--- src/rtl/fb_write_arbiter.sv ---
// Framebuffer write-port owner: round-robin arbitration of two pixel writers
// plus a full-frame clear engine that can be aligned to vertical blank.
module fb_write_arbiter #(
  parameter int ADDR_W     = 19,
  parameter int DATA_W     = 25,
  parameter int FB_DEPTH   = 307200,
  parameter int CLEAR_SYNC = 1
) (
  input  logic              clk,
  input  logic              rst,
  input  logic              req0_valid,
  output logic              req0_ready,
  input  logic [ADDR_W-1:0] req0_addr,
  input  logic [DATA_W-1:0] req0_data,
  input  logic              req1_valid,
  output logic              req1_ready,
  input  logic [ADDR_W-1:0] req1_addr,
  input  logic [DATA_W-1:0] req1_data,
  input  logic              clear_start,
  input  logic [DATA_W-1:0] fill_data,
  input  logic              vblank,
  output logic              busy,
  output logic              clear_done,
  output logic              oob_err,
  output logic              wr_en,
  output logic [ADDR_W-1:0] wr_addr,
  output logic [DATA_W-1:0] wr_data
);

  generate
    if (FB_DEPTH > (2 ** ADDR_W)) begin : g_depth_chk
      $error("FB_DEPTH does not fit in ADDR_W address bits");
    end
  endgenerate

  localparam logic [ADDR_W-1:0] LAST_ADDR = ADDR_W'(FB_DEPTH - 1);
  localparam logic [ADDR_W:0]   DEPTH_EXT = (ADDR_W + 1)'(FB_DEPTH);

  typedef enum logic [1:0] {
    IDLE       = 2'd0,
    CLEAR_WAIT = 2'd1,
    CLEAR      = 2'd2
  } state_t;

  state_t              state_q, state_d;
  logic                last_q, last_d;
  logic                vblank_prev_q;
  logic [ADDR_W-1:0]   cnt_q, cnt_d;
  logic [DATA_W-1:0]   fill_q, fill_d;
  logic                wr_en_q, wr_en_d;
  logic [ADDR_W-1:0]   wr_addr_q, wr_addr_d;
  logic [DATA_W-1:0]   wr_data_q, wr_data_d;
  logic                busy_q, busy_d;
  logic                done_q, done_d;
  logic                oob_q, oob_d;

  logic                xfer0, xfer1, xfer;
  logic [ADDR_W-1:0]   sel_addr;
  logic [DATA_W-1:0]   sel_data;
  logic                sel_oob;

  // State register and all registered outputs
  always_ff @(posedge clk or posedge rst) begin
    if (rst) begin
      state_q       <= IDLE;
      last_q        <= 1'b1;
      vblank_prev_q <= 1'b0;
      cnt_q         <= '0;
      fill_q        <= '0;
      wr_en_q       <= 1'b0;
      wr_addr_q     <= '0;
      wr_data_q     <= '0;
      busy_q        <= 1'b0;
      done_q        <= 1'b0;
      oob_q         <= 1'b0;
    end else begin
      state_q       <= state_d;
      last_q        <= last_d;
      vblank_prev_q <= vblank;
      cnt_q         <= cnt_d;
      fill_q        <= fill_d;
      wr_en_q       <= wr_en_d;
      wr_addr_q     <= wr_addr_d;
      wr_data_q     <= wr_data_d;
      busy_q        <= busy_d;
      done_q        <= done_d;
      oob_q         <= oob_d;
    end
  end

  // Next-state logic
  always_comb begin
    state_d = state_q;
    case (state_q)
      IDLE: begin
        if (clear_start) state_d = (CLEAR_SYNC != 0) ? CLEAR_WAIT : CLEAR;
        else             state_d = IDLE;
      end
      CLEAR_WAIT: begin
        if (vblank && !vblank_prev_q) state_d = CLEAR;
        else                          state_d = CLEAR_WAIT;
      end
      CLEAR: begin
        if (cnt_q == LAST_ADDR) state_d = IDLE;
        else                    state_d = CLEAR;
      end
      default: state_d = IDLE;
    endcase
  end

  // Requester readys: a clear request in the same cycle blocks both writers
  always_comb begin
    req0_ready = 1'b0;
    req1_ready = 1'b0;
    if (state_q == IDLE && !clear_start) begin
      if (req0_valid && req1_valid) begin
        req0_ready = last_q;
        req1_ready = ~last_q;
      end else begin
        req0_ready = req0_valid;
        req1_ready = req1_valid;
      end
    end else begin
      req0_ready = 1'b0;
      req1_ready = 1'b0;
    end
  end

  assign xfer0    = req0_valid & req0_ready;
  assign xfer1    = req1_valid & req1_ready;
  assign xfer     = xfer0 | xfer1;
  assign sel_addr = xfer1 ? req1_addr : req0_addr;
  assign sel_data = xfer1 ? req1_data : req0_data;
  assign sel_oob  = ({1'b0, sel_addr} >= DEPTH_EXT);

  // Output-register and clear-counter next values; fill writes land in the same cycle the FSM is in CLEAR
  always_comb begin
    last_d    = last_q;
    cnt_d     = cnt_q;
    wr_en_d   = 1'b0;
    wr_addr_d = wr_addr_q;
    wr_data_d = wr_data_q;
    oob_d     = 1'b0;
    if (state_q == IDLE && clear_start) fill_d = fill_data;
    else                                fill_d = fill_q;
    if (xfer) begin
      last_d    = xfer1;
      wr_en_d   = ~sel_oob;
      wr_addr_d = sel_addr;
      wr_data_d = sel_data;
      oob_d     = sel_oob;
    end else if (state_d == CLEAR) begin
      cnt_d     = (state_q == CLEAR) ? (cnt_q + ADDR_W'(1)) : '0;
      wr_en_d   = 1'b1;
      wr_addr_d = cnt_d;
      wr_data_d = fill_d;
    end else begin
      wr_en_d   = 1'b0;
    end
    busy_d = (state_d != IDLE);
    done_d = (state_q == CLEAR) && (state_d == IDLE);
  end

  assign busy       = busy_q;
  assign clear_done = done_q;
  assign oob_err    = oob_q;
  assign wr_en      = wr_en_q;
  assign wr_addr    = wr_addr_q;
  assign wr_data    = wr_data_q;

endmodule

--- config.mk ---
export PLATFORM = sky130hd
export DESIGN_NAME = fb_write_arbiter
export DESIGN_NICKNAME = d
export VERILOG_FILES = /design/src/rtl/fb_write_arbiter.sv
export SDC_FILE = /design/constraint.sdc
export NUM_CORES = 1
export LEC_CHECK = 0
export BUFFER_PORTS_ARGS = -buffer_cell sky130_fd_sc_hd__buf_2
export CAP_MARGIN = 30
export CORE_MARGIN = 1
export CORE_UTILIZATION = 35
export CTS_CLUSTER_SIZE = 30
export DETAILED_ROUTE_END_ITERATION = 6
export SLEW_MARGIN = 25
export SYNTH_ARGS = -nofsm -noshare
export SYNTH_HDL_FRONTEND = slang
export SYNTH_SLANG_ARGS = --single-unit
--- constraint.sdc ---
create_clock -name clk -period 3.78 [get_ports clk]
set_clock_uncertainty 0.1 [all_clocks]
set_input_delay 0.756 -clock clk [delete_from_list [all_inputs] [get_ports clk]]
set_output_delay 0.756 -clock clk [all_outputs]
set_load 0.005 [all_outputs]
==> flow_summary.ini <==
[place]
dp_hpwl_mm = 9.40
numPortBuffers = 168
placedCellCount = 773
place_congestion = 0.774
worst_slack_placed_ns = 0.673

[yosys]
async_flop_share_pct = 100
synthesis.nets = 568
synth_commonest_cells = 95 x dfrtp_1, 77 x nand2_1, 36 x a21oi_1, 36 x nor2_1, 26 x a221o_1
post_synthesis_area_per_instance_um2 = 10.3
netlist-cell-type-count = 55
synth_top_area_share_pct = 51.6
mux_contribution_to_synthesized_area_pct = 7.42
yosys.area_share.simple_pct = 15.4
mappedNetlistArea_mm2 = 0.00461
synth-adder-area-share_pct = 0.272
yosys_most_used_dff = dfrtp_1
top_cells_by_area_synth = dfrtp_1 52%, nand2_1 6.3%, mux2_2 6.1%
syn-instance-count = 448
yosysTopAreaCell = dfrtp_1
synth_edf_count = 0
yosysSeqAreaShare_pct = 52.2
synth_most_common_cell = dfrtp_1
post_synth_xor_area_fraction_pct = 1.90
yosys_register_bits = 96
synth_top_family_by_area = compound AO/OA/AOI/OAI gates
synth.yosys.warnings = 0
synth_compound_gate_area_share_pct = 19.3

[finish]
diodes_inserted = 0
drive_gt1_share_pct = 37.3
finalNetCount = 732
area_delta_synth_final_pct = 28.9
stdcell_count = 789
nFillCells = 1216

[critical_path]
critical_path_peak_fanout = 28
critical_path_arrival_ns = 3.04
startpoint_type_of_the_worst_setup_path = flip-flop
cp.required_ns = 3.90
worst-r2r-cell-count = 6
worstReg2RegEnd = wr_data[2]$_DFFE_PP0P_
regToRegStartpoint = cnt_q[0]$_DFFE_PP0P_
criticalPathCategory = flip-flop to flip-flop
end_kind = flip-flop
reg2reg_setup_slack_ns = 0.85

[power]
max-vdd-ir-drop_mv = 0.262
static-leakage-power_nw = 3.01
power_density_mw_per_mm2 = 684

[detailed_routing]
detailedRoute.firstIterationViolations = 201
num_vias = 4103
routed_wl_mm = 13.2
drt_first_pass_iters = 4
wire_per_inst_um = 16.7
drc_violations_left = 0
post_drt_via_cell_ratio = 5.20
ant_nets = 0

[sta]
timing.final.ws_setup_ns = 0.852
timing.final.crit_share_pct = 77.5
post_route_minimum_period_ns = 2.93
maxSlewHeadroom_pct = 32.5
hold-worst-slack_ns = 0.348
totalNegativeSetupSlack_ns = 0
max_freq_mhz = 342
setup_viol = 0
hold_viol_final = 0
timing_max_transition_violations_final = 0
grt_setup_unrepaired = no
slew_worst_pin_ns = 1.00

[clocking]
root_buffer = clkbuf_16
cts_tree = done
cts.clk_slew.worst_paths_ns = 0.07
post_cts_hold_buffer_count = 0
cts.repair.resized = 0
clock-sinks = 96
cts.htree.levels = 3
cts-buffers-inserted = 9
cts_max_path_buffers = 2
cts_post_setup_buffers_inserted = 0
insertion_delay_ns = 0.34

[global_route]
grt_pass1_vias = 3908
globalRouteOverflowTotal = 0
initial_antenna_violation_count = 0
grt_max_degree = 46
wire_length_of_the_first_global_routing_pass_mm = 20.1
global_route.usage.total_pct = 19.6

[die]
initial_util_pct = 36.2
rows = 41
io_pins = 169
floorplan.die.height_um = 117
fp.coreArea_mm2 = 0.0127
die_area_mm2 = 0.0136
die_width_um = 117

[job]
max_cap_violations = 0

[run_status]
status = finished, final reports clean

[worst_hold_path]
hold_class = input port to async pin
[cell type report]
| class | count | area, um^2 | area share, % |
|---|---|---|---|
| Sequential cell | 96 | 2400 | 40.5 |
| Multi-Input combinational cell | 320 | 2060 | 34.6 |
| Timing Repair Buffer | 178 | 928 | 15.6 |
| Clock buffer | 9 | 225 | 3.79 |
| Tap cell | 172 | 215 | 3.62 |
| Clock inverter | 7 | 77.6 | 1.31 |
| Inverter | 7 | 31.3 | 0.527 |
[flip-flops by register name, indices dropped and copies added, names as in the netlist]
register / count
busy: 1
clear_done: 1
cnt_q: 19
fill_q: 25
last_q: 1
oob_err: 1
state_q: 2
vblank_prev_q: 1
wr_addr: 19
wr_data: 25
wr_en: 1
[worst max path at each step]
stage	startpoint	end	slack [ns]	cells past startpoint
after floorplan	rst	busy$_DFF_PP0_	0.42	1
after global placement	clear_start	wr_data[21]$_DFFE_PP0P_	0.81	7
after detailed placement	clear_start	wr_data[1]$_DFFE_PP0P_	0.67	7
after CTS	cnt_q[0]$_DFFE_PP0P_	wr_data[2]$_DFFE_PP0P_	0.87	6
after global routing	cnt_q[0]$_DFFE_PP0P_	wr_data[15]$_DFFE_PP0P_	0.72	6
final	cnt_q[0]$_DFFE_PP0P_	wr_data[2]$_DFFE_PP0P_	0.85	6
[worst max-delay path, stage by stage (launching register included)]
cell and delay [ns]:
dfrtp_1 0.46, ha_1 0.27, nand2_1 0.14, or4_4 0.63
o21ai_4 0.54, inv_4 0.27, a221o_1 0.37
[metrics by stage]
step | area, um^2 | util, % | total power (W)
floorplan | 4610 | - | 0.00258
global placement | 5640 | 44.3 | 0.00312
detailed placement | 5640 | 44.3 | 0.00317
CTS | 5940 | 46.7 | 0.00411
global route | 5940 | 46.7 | 0.00434
finish | 5940 | 46.7 | 0.00406
[routing by layer]
layer	vias up	track usage [%]	part of all wire [%]
met5	-	0	0
met4	0	5.32	1.4
li1	1952	-	-
met2	155	32.8	45
met3	13	4.15	6.2
met1	1983	25.7	47
[cells in the final DEF (no fill, tap or decap), drive strengths merged, types with 2 or more instances in the layout]
master / n
inv: 10
dfrtp: 95
nand2: 77
nor3b: 2
buf: 178
mux2i: 6
clkbuf: 9
a221o: 26
o311ai: 2
and2: 3
nor2b: 3
nor3: 14
nand2b: 3
or4: 2
nand4: 2
nand3: 7
xnor2: 8
a21oi: 36
xor2: 2
a21o: 17
a311o: 4
nor4: 3
o22ai: 4
nor2: 36
mux2: 25
o21ai: 10
clkinv: 2
a211o: 9
a31oi: 3
[where the power goes]
group          switching [W]  total (W)  internal (W)
clock network       0.000405   0.000925      0.000520
registers           0.000219    0.00165       0.00143
logic               0.000766    0.00149      0.000720
total                0.00139    0.00406       0.00267
[cell families after synthesis]
kind of cell | after synthesis
AND/OR/NAND/NOR | 158
buffers and inverters | 32
multiplexers | 31
flip-flops | 96
XOR/XNOR | 10
AO/OA/AOI/OAI | 120
adder cells (fa/ha/maj) | 1
No activity file was read; power rests on OpenSTA's default activity.
